$ cat config.mk
export PLATFORM = sky130hd
export DESIGN_NAME = madd_msub_host_if
export DESIGN_NICKNAME = d
export VERILOG_FILES = /design/src/rtl/madd_msub_host_if.sv
export SDC_FILE = /design/constraint.sdc
export NUM_CORES = 1
export LEC_CHECK = 0
export CORE_UTILIZATION = 28
export DETAILED_ROUTE_END_ITERATION = 6
export GPL_ROUTABILITY_DRIVEN = 1
export PLACE_DENSITY_LB_ADDON = 0.1
export SYNTH_ARGS = -nofsm -noshare
export SYNTH_HDL_FRONTEND = slang
export SYNTH_SLANG_ARGS = --single-unit
$ cat constraint.sdc
create_clock -name clk -period 2.15 [get_ports clk]
set_input_delay 0.43 -clock clk [delete_from_list [all_inputs] [get_ports clk]]
set_output_delay 0.43 -clock clk [all_outputs]
set_load 0.02 [all_outputs]
$ cat src/rtl/madd_msub_host_if.sv
// Host front-end for the serial modular add/sub engine: load P/A/B, start, unload result.
// Define MMD_TIMEOUT_EN to abort a WAIT that lasts TIMEOUT cycles (pulses err).
module madd_msub_host_if #(
    parameter int WORDS   = 16,
    parameter int TIMEOUT = 1024
) (
    input  logic        clk,
    input  logic        rst,
    input  logic        cmd_valid,
    output logic        cmd_ready,
    input  logic        cmd_op,
    input  logic        in_valid,
    output logic        in_ready,
    input  logic [15:0] in_data,
    output logic        out_valid,
    input  logic        out_ready,
    output logic [15:0] out_data,
    output logic        busy,
    output logic        err,
    output logic [15:0] eng_datain,
    output logic        eng_loada,
    output logic        eng_loadb,
    output logic        eng_loadp,
    output logic        eng_madd_en,
    output logic        eng_msub_en,
    output logic        eng_outs0,
    output logic        eng_outs1,
    input  logic [15:0] eng_regs0out,
    input  logic [15:0] eng_regs1out,
    input  logic        eng_result_rdy,
    input  logic        eng_result_flag
);

    localparam int WCW = (WORDS > 1) ? $clog2(WORDS) : 1;
    localparam logic [WCW-1:0] WLAST = WCW'(WORDS - 1);

    typedef enum logic [2:0] {
        IDLE,
        LOAD_P,
        LOAD_A,
        LOAD_B,
        START,
        WAIT,
        UNLOAD
    } state_t;

    state_t         state;
    logic [WCW-1:0] wcnt;
    logic           op_q;
    logic           flag_q;

    logic loading;
    logic in_beat;
    logic out_beat;
    logic wlast;
    logic timeout;

    // Strobes are gated by rst so a reset cycle never disturbs the engine.
    assign loading = !rst && (state == LOAD_P || state == LOAD_A || state == LOAD_B);
    assign in_ready = loading;
    assign in_beat = loading && in_valid;

    assign out_valid = !rst && (state == UNLOAD);
    assign out_beat = out_valid && out_ready;
    assign out_data = flag_q ? eng_regs1out : eng_regs0out;

    assign cmd_ready = (state == IDLE);
    assign busy = (state != IDLE);
    assign wlast = (wcnt == WLAST);

    assign eng_datain = in_data;
    assign eng_loadp = in_beat && (state == LOAD_P);
    assign eng_loada = in_beat && (state == LOAD_A);
    assign eng_loadb = in_beat && (state == LOAD_B);
    assign eng_madd_en = !rst && (state == START) && !op_q;
    assign eng_msub_en = !rst && (state == START) && op_q;
    assign eng_outs0 = out_beat && !flag_q;
    assign eng_outs1 = out_beat && flag_q;

`ifdef MMD_TIMEOUT_EN
    localparam int TW = $clog2(TIMEOUT + 1);

    logic [TW-1:0] tcnt;

    always_ff @(posedge clk) begin
        if (rst || state != WAIT) begin
            tcnt <= '0;
        end else begin
            tcnt <= tcnt + 1'b1;
        end
    end

    assign timeout = !rst && (state == WAIT) && !eng_result_rdy
                     && (tcnt == TW'(TIMEOUT - 1));
`else
    logic unused_timeout;
    assign unused_timeout = (TIMEOUT != 0);
    assign timeout = 1'b0;
`endif

    assign err = timeout;

    always_ff @(posedge clk) begin
        if (rst) begin
            state  <= IDLE;
            wcnt   <= '0;
            op_q   <= 1'b0;
            flag_q <= 1'b0;
        end else begin
            unique case (state)
                IDLE: begin
                    if (cmd_valid) begin
                        op_q  <= cmd_op;
                        wcnt  <= '0;
                        state <= LOAD_P;
                    end
                end
                LOAD_P: begin
                    if (in_beat) begin
                        wcnt <= wlast ? '0 : wcnt + 1'b1;
                        if (wlast) state <= LOAD_A;
                    end
                end
                LOAD_A: begin
                    if (in_beat) begin
                        wcnt <= wlast ? '0 : wcnt + 1'b1;
                        if (wlast) state <= LOAD_B;
                    end
                end
                LOAD_B: begin
                    if (in_beat) begin
                        wcnt <= wlast ? '0 : wcnt + 1'b1;
                        if (wlast) state <= START;
                    end
                end
                START: begin
                    state <= WAIT;
                end
                WAIT: begin
                    if (eng_result_rdy) begin
                        flag_q <= eng_result_flag;
                        wcnt   <= '0;
                        state  <= UNLOAD;
                    end else if (timeout) begin
                        state <= IDLE;
                    end
                end
                UNLOAD: begin
                    if (out_beat) begin
                        wcnt <= wcnt + 1'b1;
                        if (wlast) state <= IDLE;
                    end
                end
                default: begin
                    state <= IDLE;
                end
            endcase
        end
    end

endmodule

Word-level counts from Yosys, hierarchy flattened --
Index checks and enable logic that the tools add are counted.
Storage, ports and cells: bits in registers 9, output and inout bits 44, logic and storage cells 66
Operators by class: add/sub/neg operators 1, equality and inequality tests 18, muxes and demuxes 18, reduce and logical (&&, ||, !) cells 25
Operators with widths (number):
- 2-to-1 mux 3 bit | 10
- one-hot mux 3 bit (7 select lines) | 1
- 2-to-1 mux 4 bit | 5
- inequality test 2 bit, second input constant | 10
- 2-to-1 mux 16 bit | 1
- one-hot mux 4 bit (4 select lines) | 1
- logical AND 1 bit | 12
- AND reduction 10 bit | 1
- == test 3 bit, second input constant | 3
- == test 3 x 2 -> 1 bit, second input constant | 2
- AND reduction 5 bit | 1
- adder 4 x 1 -> 4 bit, second input constant | 1
- == test 4 bit, second input constant | 1
- AND reduction 2 bit | 2
- nonzero test 4 bit | 1
- == test 3 x 1 -> 1 bit, second input constant | 1
- logical NOT 1 bit | 3
- logical NOT 3 bit | 1
- nonzero test 3 bit | 1
- OR reduction 3 bit | 1
- logical OR 1 bit | 2
- inequality test 2 x 1 -> 1 bit, second input constant | 1

Logic depth before layout (Yosys ltp) --
Gate-level depths: netlist (run 1).
depth after elaboration 7, depth in mapped cells 6

Worst setup path before layout (run 1) --
No wires, ideal clock.
path type register to output, start point register state[2], end point output port eng_outs0, arrival time 1.462 ns, required time 1.720 ns, slack 0.258 ns, stages on the path, launching flop included 5, path through dfxtp_1 -> inv_1 -> nor3_1 -> nand2_1 -> nor2_1
On the way: longest elaborated chain between the ends 4
Ends and longest elaborated chain:
- start, declared | RTL line 47 | state_t state;
- start signal, assigned | RTL line 105 | state <= IDLE;
- start signal, assigned | RTL line 115 | state <= LOAD_P;
- start signal, assigned | RTL line 121 | if (wlast) state <= LOAD_A;
- == test 3 bit | RTL line 63 | assign out_valid = !rst && (state == UNLOAD);
- logical AND 1 bit | RTL line 63
- net out_valid | RTL line 15 | output logic out_valid,
- logical AND 1 bit | RTL line 64 | assign out_beat = out_valid && out_ready;
- logical AND 1 bit | RTL line 77 | assign eng_outs0 = out_beat && !flag_q;
- end, declared | RTL line 26 | output logic eng_outs0,
The timed path passes the listed nets, and every way through them passes these cells.

Final worst setup path (run 1) --
start point register flag_q, end point output port out_data[15]
On the way: longest elaborated chain between the ends 1
Ends and longest elaborated chain:
- start, declared | RTL line 50 | logic flag_q;
- start signal, assigned | RTL line 141 | flag_q <= eng_result_flag;
- 2-to-1 mux 16 bit | RTL line 65 | assign out_data = flag_q ? eng_regs1out : eng_regs0out;
- end, declared | RTL line 17 | output logic [15:0] out_data,
No other way between the ends.

==> run summary, run 1 <==
Status: finished clean
Critical Path Slowest Stage Cell: clkdlybuf4s50_1
Clk root buf: clkbuf_4
Io pins: 100
Starting Density: 0.301
Rows: 20
Max incr delay on CP: 0.56 ns
Min-Delay Path Class: reg2reg
Setup violations, final: 0
Most frequent cells after synthesis: buf_4 (17), mux2_2 (16), a21oi_1 (10), nor2_1 (10), dfxtp_1 (9)
Post-synth cell types: 35
Detailed Route WL: 2850 µm
Post-Syn Instances: 118
Die H: 60.0 µm
Cell Area, Synth: 942 µm²
Register area share after synthesis: 0.191
CTS Buf Count: 3
Maximum vdd drop: 0.369 mV
Crit path from: flag_q
Vias after detailed routing: 1052
WS Path Type: reg2out
EDFF count, synth: 0
Area growth, synth to finish: 74.0%
Crit share post-route: 0.973
Endpoint class of the critical path: output port
Most common cell in the netlist: buf_4
Pwr Total: 1.01 mW
Largest net degree at the start of global routing: 20
Synth area leaders: dfxtp_1 (19%), mux2_2 (19%), buf_4 (14%), a21oi_1 (5.3%), clkbuf_8 (4.4%)
Post-synth ARST share: 0
Sink Count: 9
Vias per cell: 4.76
R2r endpoint: wcnt[2]
Initial DRC count: 35
Worst setup path endpoint: out_data[15]
Pins Over Slew Limit: 0
Detailed placement HPWL: 2310 µm
Syn Area/Cell: 7.98 µm²
H-tree Lvls: 1
Clock slew at reported path FFs: 0.06 ns
Cts hold-fix bufs: 0
CORE AREA: 0.00313 mm²
Synth Net Count: 175
IO Port Bufs: 66
Final GP Congestion: 0.780
Multi-input logic area: 582 µm²
Fmax: 478 MHz
Max Clock Skew: 0.00708 ns
MaxCap Viol Count: 0
Routed len/inst: 12.9 µm
Fin cells: 221
Fill cells: 306
GRT Resource Usage Total: 0.170
Die X: 60.0 µm
CP Data Arrival Time: 1.66 ns
Critical path launch point type: register
Min Clock Period, post-route: 2.09 ns
CP Data Required Time: 1.72 ns
RSZ-0062 raised after global routing: no
Cell area power density: 618 mW/mm²
DP Worst Slack: -0.349 ns
Post-DRT Antenna Nets: 0
Die area: 0.00360 mm²
Flops & latches, synth: 9
Initial DRT Pass Iterations: 4
Register area: 181 µm²
Fraction of layout cells with a size suffix above 1: 0.249
Total global routing overflow: 0
Ant diodes: 0
P_leak: 0.716 nW
Drt drc: 0
Reg-to-Reg Start: state[2]
Fin. Hold Viols: 0
Leading area contributor after synthesis: dfxtp_1
Top cell type's share of synthesized area: 0.191
Vias in the first global route: 1038
Placed cells: 216
First-pass GRT wire length: 4610 µm
Ys flop type: dfxtp_1
CTS tree: yes
PnR worst setup slack: 0.0576 ns
Max FO, Critical Path: 19
Initial antenna violation count: 0
Worst path cell trace: buf_12 -> mux2_2 -> clkdlybuf4s50_1
Clk_lat worst skew: 0.26 ns
Cell depth of the worst flop-to-flop path: 6
Final net count: 235
Synth warn: 0
Reg2Reg Setup Slack: 0.34 ns
CTS Buffer Depth: 2
[through the flow]
stage / setup TNS (ns) / utilization / hold WS [ns] / instance area [µm²]
after floorplan: 0 / - / 0.446 / 942
after global placement: -2.85 / 0.506 / 0.460 / 1580
after detailed placement: -3.32 / 0.506 / 0.470 / 1580
after CTS: 0 / 0.516 / 0.480 / 1620
after global routing: 0 / 0.524 / 0.502 / 1640
final: 0 / 0.524 / 0.474 / 1640
[registers in the layout, indices dropped and copies added (netlist names)]
signal,cells
flag_q,1
wcnt,4
op_q,1
state,3
[logic make-up (layout without fill, tap and decap cells)]
logic type                 after synthesis  in the layout  synth area share
AOI/OAI and AO/OA                       22             22             0.145
adders and majority gates                1              1            0.0133
buffers and inverters                   27             86             0.208
DFF                                      9              9             0.191
muxes                                   17             17             0.202
other                                    1              1           0.00398
and+or+nand+nor                         41             41             0.236
[placed cells by master, fill, tap and decap left out, drive strengths merged, types with 4 or more instances in the layout]
cell,n
dfxtp,9
nor2,10
mux2,16
dlymetal6s2s,8
a21oi,10
o21ai,5
clkdlybuf4s50,48
dlygate4sd2,4
nand2,8
nand3,4
buf,12
inv,4
clkbuf,7
[how the worst min path moves through the flow]
stage / startpoint / end / cells past startpoint
2_1_floorplan: op_q / op_q / 2
3_3_place_gp: wcnt[1] / wcnt[1] / 2
3_5_place_dp: wcnt[1] / wcnt[1] / 2
4_1_cts: wcnt[1] / wcnt[1] / 2
5_1_grt: op_q / op_q / 2
6_report: op_q / op_q / 2
[critical path: cells and delay by family (launching register included)]
family / cells / cell delay, ns
buffers and inverters: 2 / 0.72
DFF: 1 / 0.35
muxes: 1 / 0.34
[cell type report]
class | count | share of cell area
multi-input cells | 82 | 0.355
repair buffers | 78 | 0.476
flip-flops and latches | 9 | 0.111
well taps | 44 | 0.0336
inverters | 4 | 0.00916
clock buffers | 4 | 0.0160
[where the power goes]
part	switching [mW]	internal (mW)	leakage, nW
clock network	0.0610	0.0715	0.0150
registers	0.0311	0.193	0.0735
logic	0.317	0.338	0.628
total	0.409	0.603	0.716
[routing by layer]
layer	global-route usage	vias to the layer above	wire (µm)
li1	-	516	-
met1	0.212	475	1180
met2	0.275	49	1400
met3	0.0303	12	196
met4	0.0897	0	68
met5	0	-	0
[what timing repair did]
action | in CTS | in global routing
hold endpoints to repair | 0 | 0
setup endpoints to repair | 11 | 18
gates cloned | 0 | 0
pin swaps | 1 | 0
setup buffers | 0 | 1
gates resized for setup | 18 | 17
Note: power is estimated with default switching activity, not from simulation.
==> run 2: changes to the inputs <==
Settings changed: CTS_CLUSTER_SIZE set to 30, GPL_ROUTABILITY_DRIVEN 1 to 0.
==> results of run 2 <==
No change in the layout: final DEF, timing and power equal those of run 1.
